**src/rtl/calc_sequencer.sv**
```systemverilog
// calc_sequencer: control unit for a 16x8 instruction memory and a 16x8 data
// memory. It fetches, decodes and executes 8-bit instructions against an
// 8-bit accumulator until a HALT opcode, then pulses done.
// Optional build macro CALC_WDOG_EN adds an instruction-count watchdog and
// the wdog output port.
module calc_sequencer #(
  parameter int                ADDR_W     = 4,
  parameter int                DATA_W     = 8,
  parameter logic [ADDR_W-1:0] START_PC   = '0,
  parameter int                WDOG_LIMIT = 255
) (
  input  logic              clk,
  input  logic              rst,
  input  logic              start,
  output logic              busy,
  output logic              done,
  output logic              err,
  output logic [ADDR_W-1:0] inst_addr,
  input  logic [DATA_W-1:0] inst_rdata,
  output logic [ADDR_W-1:0] data_addr,
  output logic [DATA_W-1:0] data_wdata,
  output logic              data_we,
  input  logic [DATA_W-1:0] data_rdata,
  output logic [DATA_W-1:0] acc,
  output logic [ADDR_W-1:0] pc,
  output logic              zero,
  output logic              carry
`ifdef CALC_WDOG_EN
  ,
  output logic              wdog
`endif
);

  localparam logic [2:0] S_IDLE   = 3'd0;
  localparam logic [2:0] S_FETCH  = 3'd1;
  localparam logic [2:0] S_DECODE = 3'd2;
  localparam logic [2:0] S_READ   = 3'd3;
  localparam logic [2:0] S_EXEC   = 3'd4;
  localparam logic [2:0] S_WRITE  = 3'd5;

  localparam logic [3:0] OP_NOP   = 4'h0;
  localparam logic [3:0] OP_LOAD  = 4'h1;
  localparam logic [3:0] OP_STORE = 4'h2;
  localparam logic [3:0] OP_ADD   = 4'h3;
  localparam logic [3:0] OP_SUB   = 4'h4;
  localparam logic [3:0] OP_AND   = 4'h5;
  localparam logic [3:0] OP_OR    = 4'h6;
  localparam logic [3:0] OP_XOR   = 4'h7;
  localparam logic [3:0] OP_LDI   = 4'h8;
  localparam logic [3:0] OP_JMP   = 4'h9;
  localparam logic [3:0] OP_JZ    = 4'hA;
  localparam logic [3:0] OP_HALT  = 4'hF;

  logic [2:0]        state;
  logic [2:0]        state_next;
  logic [DATA_W-1:0] ir;
  logic [3:0]        dec_op;
  logic [ADDR_W-1:0] dec_arg;
  logic [3:0]        exe_op;
  logic [DATA_W:0]   alu_res;
  logic              wdog_trip;

  // Decode straight off the memory output; ir keeps the opcode for EXEC.
  assign dec_op  = inst_rdata[DATA_W-1 -: 4];
  assign dec_arg = inst_rdata[ADDR_W-1:0];
  assign exe_op  = ir[DATA_W-1 -: 4];

  assign busy       = (state != S_IDLE);
  assign inst_addr  = pc;
  assign data_wdata = acc;
  // Combinational from state so an async reset drops the strobe at once.
  assign data_we    = (state == S_WRITE);

  // Operand field of ir is only consumed through data_addr.
  logic unused_ir;
  assign unused_ir = ^ir[DATA_W-5:0];

`ifdef CALC_WDOG_EN
  logic [7:0] icount;

  assign wdog_trip = (icount >= 8'(WDOG_LIMIT));

  // Instruction counter and sticky watchdog flag, both cleared on start.
  always_ff @(posedge clk or negedge rst) begin
    if (!rst) begin
      icount <= '0;
      wdog   <= 1'b0;
    end else if (state == S_IDLE) begin
      if (start) begin
        icount <= '0;
        wdog   <= 1'b0;
      end
    end else if (state == S_DECODE) begin
      icount <= icount + 8'd1;
    end else if (state == S_FETCH && wdog_trip) begin
      wdog <= 1'b1;
    end
  end
`else
  logic unused_wdog_cfg;
  assign wdog_trip       = 1'b0;
  assign unused_wdog_cfg = (WDOG_LIMIT != 0);
`endif

  // EXEC result: {carry, acc}; non-arithmetic ops carry the old carry through.
  always_comb begin
    alu_res = {carry, acc};
    case (exe_op)
      OP_LOAD: alu_res = {carry, data_rdata};
      OP_ADD:  alu_res = {1'b0, acc} + {1'b0, data_rdata};
      OP_SUB:  alu_res = {1'b0, acc} - {1'b0, data_rdata};
      OP_AND:  alu_res = {carry, acc & data_rdata};
      OP_OR:   alu_res = {carry, acc | data_rdata};
      OP_XOR:  alu_res = {carry, acc ^ data_rdata};
      default: alu_res = {carry, acc};
    endcase
  end

  // Next-state selection; memory ops detour through READ/EXEC or WRITE.
  always_comb begin
    state_next = state;
    case (state)
      S_IDLE:   if (start) state_next = S_FETCH;
      S_FETCH:  state_next = wdog_trip ? S_IDLE : S_DECODE;
      S_DECODE: begin
        case (dec_op)
          OP_LOAD, OP_ADD, OP_SUB,
          OP_AND, OP_OR, OP_XOR: state_next = S_READ;
          OP_STORE:              state_next = S_WRITE;
          OP_HALT:               state_next = S_IDLE;
          default:               state_next = S_FETCH;
        endcase
      end
      S_READ:   state_next = S_EXEC;
      S_EXEC:   state_next = S_FETCH;
      S_WRITE:  state_next = S_FETCH;
      default:  state_next = S_IDLE;
    endcase
  end

  // Sequencer registers: pc, acc, flags, instruction and data address.
  always_ff @(posedge clk or negedge rst) begin
    if (!rst) begin
      state     <= S_IDLE;
      pc        <= START_PC;
      acc       <= '0;
      ir        <= '0;
      data_addr <= '0;
      done      <= 1'b0;
      err       <= 1'b0;
      zero      <= 1'b0;
      carry     <= 1'b0;
    end else begin
      state <= state_next;
      done  <= 1'b0;
      case (state)
        S_IDLE: begin
          if (start) begin
            pc    <= START_PC;
            acc   <= '0;
            err   <= 1'b0;
            zero  <= 1'b0;
            carry <= 1'b0;
          end
        end
        S_DECODE: begin
          ir        <= inst_rdata;
          data_addr <= dec_arg;
          pc        <= pc + ADDR_W'(1);
          case (dec_op)
            OP_LDI: begin
              acc  <= {{(DATA_W-ADDR_W){1'b0}}, dec_arg};
              zero <= (dec_arg == '0);
            end
            OP_JMP:  pc <= dec_arg;
            OP_JZ:   if (zero) pc <= dec_arg;
            OP_HALT: done <= 1'b1;
            4'hB, 4'hC, 4'hD, 4'hE: err <= 1'b1;
            default: ;
          endcase
        end
        S_EXEC: begin
          acc   <= alu_res[DATA_W-1:0];
          carry <= alu_res[DATA_W];
          zero  <= (alu_res[DATA_W-1:0] == '0);
        end
        default: ;
      endcase
    end
  end

endmodule

```
**config.mk**
```make
export PLATFORM = sky130hd
export DESIGN_NAME = calc_sequencer
export DESIGN_NICKNAME = d
export VERILOG_FILES = /design/src/rtl/calc_sequencer.sv
export SDC_FILE = /design/constraint.sdc
export NUM_CORES = 1
export LEC_CHECK = 0
export ABC_AREA = 1
export BUFFER_PORTS_ARGS = -buffer_cell sky130_fd_sc_hd__buf_2
export CORE_MARGIN = 1.5
export CORE_UTILIZATION = 40
export CTS_BUF_LIST = sky130_fd_sc_hd__clkbuf_16
export DETAILED_ROUTE_END_ITERATION = 16
export SLEW_MARGIN = 20
export SYNTH_ARGS = -nofsm -noshare
export SYNTH_HDL_FRONTEND = slang
export SYNTH_SLANG_ARGS = --single-unit
```
**constraint.sdc**
```tcl
create_clock -name clk -period 3.03 [get_ports clk]
set_input_delay 0.1515 -clock clk [delete_from_list [all_inputs] [get_ports clk]]
set_output_delay 0.1515 -clock clk [all_outputs]
set_load 0.01 [all_outputs]
```
# Word-level counts from Yosys, hierarchy flattened
# Memory sizes are Yosys's and may differ from the RTL's.
# Cells that the tools add are included.
# totals
ff_bits	31
mem_bits_ro	48
in_bits	19
elab_cells	74
memories	1
# classes
addsub	3
eq_ne	27
muxes	18
bitwise_logic	3
reduce_logical	13
# memory_table
name	depth	word_bits	read_ports	rd_clocked_by_memory_dff	wr	line_no	rtl
(name not given)	16	3	1	0	0	126	case (dec_op)
# ops
op	count
$pmux 9 s6	1
$eq 4x4->1 const B	8
$pmux 8 s3	1
$eq 4x3->1 const B	4
$mux 8	2
$pmux 4 s2	2
$pmux 3 s5	1
$ne 2x2->1 const B	5
$add 8x8->9	1
$sub 8x8->9	1
$and 8x8->8	1
$logic_not 8->1	1
$mux 4	2
$or 8x8->8	1
$xor 8x8->8	1
$reduce_and 7->1	1
$eq 3x2->1 const B	2
$eq 3x3->1 const B	2
$reduce_and 3->1	2
$reduce_bool 3->1	2
$mux 1	5
$add 4x1->4 const B	1
$eq 4x1->1 const B	1
$eq 4x2->1 const B	1
12 further kinds	15

# Longest topological paths before layout
# depth
ltp_word	4
mapped_depth	20
mapped_depth_nobuf	20

# Worst setup path before layout
# Ideal clock, no wire load.
# synth_path
kind	register to register
startpoint	register ir[6]
endpoint	register carry
arrival_time_ns	2.294
t_required_ns	2.902
setup_slack_ns	0.608
path_stages_with_launch	21
path_cell_list	dfrtp_1 inv_2 nor2_4 nand2_4 inv_1 or2_2 xor2_1 inv_1 ha_1 nand2_1 inv_1 nand3_1 nand2_1 nand2_1 inv_1 nor2_1 nor2_1 nor2_1 or2_1 nand3_1 o21ai_0
# synth_via
elab_chain_cells	3
elab_cells_between_ends	14
cone_classes	eq/ne: 11; mux: 2; reduce/logical: 1
# synth_rtl
item	line_no	rtl
start: declaration	56	logic [DATA_W-1:0] ir;
start signal: assignment	167	ir <= inst_rdata;
$eq 4x3->1 (tied with other cells)	108	case (exe_op)
$pmux 9 s6 (tied with other cells)	108	
$pmux 1 s2 / $reduce_and 7->1 (equally long branches)	--	
end signal: assignment	184	carry <= alu_res[DATA_W];
end: declaration	27	output logic carry
# Several ways; a longest one is shown, not always the timed one.
# A chain may end at the register's enable or synchronous reset.

# Worst setup path in the final report
# layout_path
startpoint	register ir[7]
endpoint	register carry
# Same word-level chain as after synthesis.

==> flow_metrics.env <==
export IMPL_status="complete, no violations"
export IMPL_dp_cells=484
export IMPL_synth_cells=372
export IMPL_tns_ns=0
export IMPL_drive_gt1_frac=0.184
export IMPL_htree_levels=1
export IMPL_ys_ff_latch=27
export IMPL_worstSetupEndpointType="register"
export IMPL_syn_avg_cell_area_um2=6.94
export IMPL_num_antenna_cells=0
export IMPL_cts_sinks=27
export IMPL_yosys_area_top_type="dfrtp_1"
export IMPL_row_count=29
export IMPL_drv_cap=0
export IMPL_p_total_mw=2.84
export IMPL_drtAntennaViolNets=0
export IMPL_drc=0
export IMPL_async_flop_share=1.00
export IMPL_num_vias=2419
export IMPL_drt_pass1_iter_count=4
export IMPL_synthFlopType="dfrtp_1"
export IMPL_worst_clock_skew_ns=0.00888
export IMPL_initial_core_util=0.411
export IMPL_worstMarginPinSlew_ns=0.607
export IMPL_crit_chain="nor2_4 > nand2_4 > nand2_1 > o21ai_0 > fa_1 > o21ai_2 > nand3_1 > nand2_1 > nand2_1 > inv_1 > nor2_1 > nor2_1 > nor2_1 > or2_1 > nand3_1 > o21ai_0"
export IMPL_slowest_delay_ns=0.48
export IMPL_critical_path_top_delay_family="simple AND/OR/NAND/NOR gates"
export IMPL_first_iter_violations=97
export IMPL_final_common_cell="nand2_1"
export IMPL_post_route_period_util=0.911
export IMPL_top_level_ports=53
export IMPL_cts_tree="yes"
export IMPL_grt_max_degree=28
export IMPL_cts_clk_slew_worst_paths_ns=0.06
export IMPL_cts_max_path_buffers=2
export IMPL_ys_warn_count=0
export IMPL_dp_slack_ns=0.276
export IMPL_hold_start="inst_rdata[6]"
export IMPL_chipWidth_um=83.3
export IMPL_dp_hpwl_um=5020
export IMPL_syn_to_final_growth_pct=12.5
export IMPL_cp_required_ns=3.16
export IMPL_num_nets_final=459
export IMPL_synthesis_area_mm2=0.00258
export IMPL_worstPathArrival_ns=2.89
export IMPL_ir_drop_mv=0.410
export IMPL_placed_area_mm2=0.00281
export IMPL_startpoint="ir[7]"
export IMPL_wirelength_um=6120
export IMPL_utilization=0.462
export IMPL_postCtsSetupBuffers=0
export IMPL_final_area_mm2=0.00290
export IMPL_dieArea_mm2=0.00694
export IMPL_holdWs_ns=0.150
export IMPL_synth_distinct_cells=42
export IMPL_finalHoldViolCount=0
export IMPL_vias_per_cell=4.95
export IMPL_worstSetupStartpointType="register"
export IMPL_clock_latency_ns=0.27
export IMPL_globalRouteOverflowTotal=0
export IMPL_drv_slew=0
export IMPL_worst_slack_ns=0.269
export IMPL_max_freq_ghz=0.362
export IMPL_cp_slowest_cell="fa_1"
export IMPL_setup_viol=0
export IMPL_final_cell_mix="82 x nand2_1, 59 x inv_1, 52 x buf_2"
export IMPL_final_cells=489
export IMPL_cp_max_fo=10
export IMPL_gp_congestion=0.879
export IMPL_synth_top_cell_area_share=0.262
export IMPL_finalCriticalPeriod_ns=2.76
export IMPL_grt_pass1_wl_um=10200
export IMPL_synth_area_leaders="dfrtp_1 26%, ha_1 13%, nand2_1 12%"
export IMPL_port_buffers=52
export IMPL_worstSetupPathType="reg -> reg"
export IMPL_synth_seq_area_share=0.262
export IMPL_antenna_found_initial=0
export IMPL_synthesis_nets=418
export IMPL_track_usage=0.182
export IMPL_dieHeight_um=83.3
export IMPL_hp_class="in -> reg"
export IMPL_wl_per_cell_um=12.5
export IMPL_cts_root_buf="clkbuf_16"
export IMPL_grt_pass1_vias=2118
export IMPL_synth_edff_count=0
export IMPL_p_leak_nw=1.62
export IMPL_relSlewSlack=0.595
export IMPL_rsz0062_at_grt="no"
export IMPL_rr_startpoint="ir[7]"
export IMPL_path_buf_inv=1
export IMPL_powerDensity_mw_per_mm2=980
export IMPL_numCtsBuffers=3
export IMPL_core_area_mm2=0.00628
## state kept, by name, summed over array words and instances, names as in the netlist, 3 cells and up
signal and count:
acc 8, data_addr 3, inst_addr 4, ir 5, state 3
## metal layers
metal  global-route usage  wire length (um)
met1                0.255              3000
met2                0.301              2780
met3               0.0149               278
met4               0.0515                65
met5                    0                 0
## timing repair
item                                   in CTS  in global routing
hold buffers                                1                  0
endpoints found under the hold margin      27                  0
gates resized for setup                     0                  0
## worst register-to-register path, delay by kind of cell, from the launching register on
family / cells / cell delay (ns)
AND/OR/NAND/NOR: 11 / 1.22
buffers and inverters: 1 / 0.06
adder cells (fa/ha/maj): 1 / 0.48
flip-flops: 1 / 0.44
AO/OA/AOI/OAI: 3 / 0.44
## synthesized netlist by cell type, types with 2 or more instances
master and instances:
a211oi_1 2, a21oi_1 12, a31oi_1 3, buf_4 16, dfrtp_1 27, ha_1 26, inv_1 58, inv_2 6
nand2_1 82, nand2_4 2, nand3_1 23, nand3b_1 7, nand4_1 3, nor2_1 39, nor2_2 3, nor2_4 2
nor3_1 7, o211ai_1 2, o21ai_0 14, o21ai_1 2, o21ai_2 2, o221ai_1 2, o22ai_1 5, or2_2 3
xor2_1 7
## final cells by class
| cell class | count | area, um2 |
|---|---|---|
| clock buffer | 3 | 75.1 |
| timing repair buffer | 53 | 270 |
| clock inverter | 1 | 3.75 |
| inverter | 64 | 240 |
| sequential | 27 | 676 |
| tap | 77 | 96.3 |
| fill | 653 | 3370 |
| multi-input combinational | 264 | 1540 |
## cells by family after synthesis
group,count (synthesis),share of synthesized area
simple gates,177,0.313
buf+inv,81,0.141
compound gates,52,0.124
fa+ha+maj,27,0.134
flops,27,0.262
xor+xnor,8,0.0271
## final timing paths
check                                    end  slack (ns)  cells after the start
worst max-delay path                   carry        0.27                     16
worst min-delay path                   ir[6]        0.15                      3
worst max register to register         carry        0.27                     16
worst min register to register         ir[3]        0.48                      2
max in group asynchronous             acc[5]        2.20                      2
min in group asynchronous       inst_addr[3]        0.42                      2
## where the power goes
part | internal [mW] | switching, mW
combinational | 0.685 | 1.17
sequential | 0.512 | 0.174
clock | 0.177 | 0.122
total | 1.37 | 1.47
(Power assumes the default switching activity.)
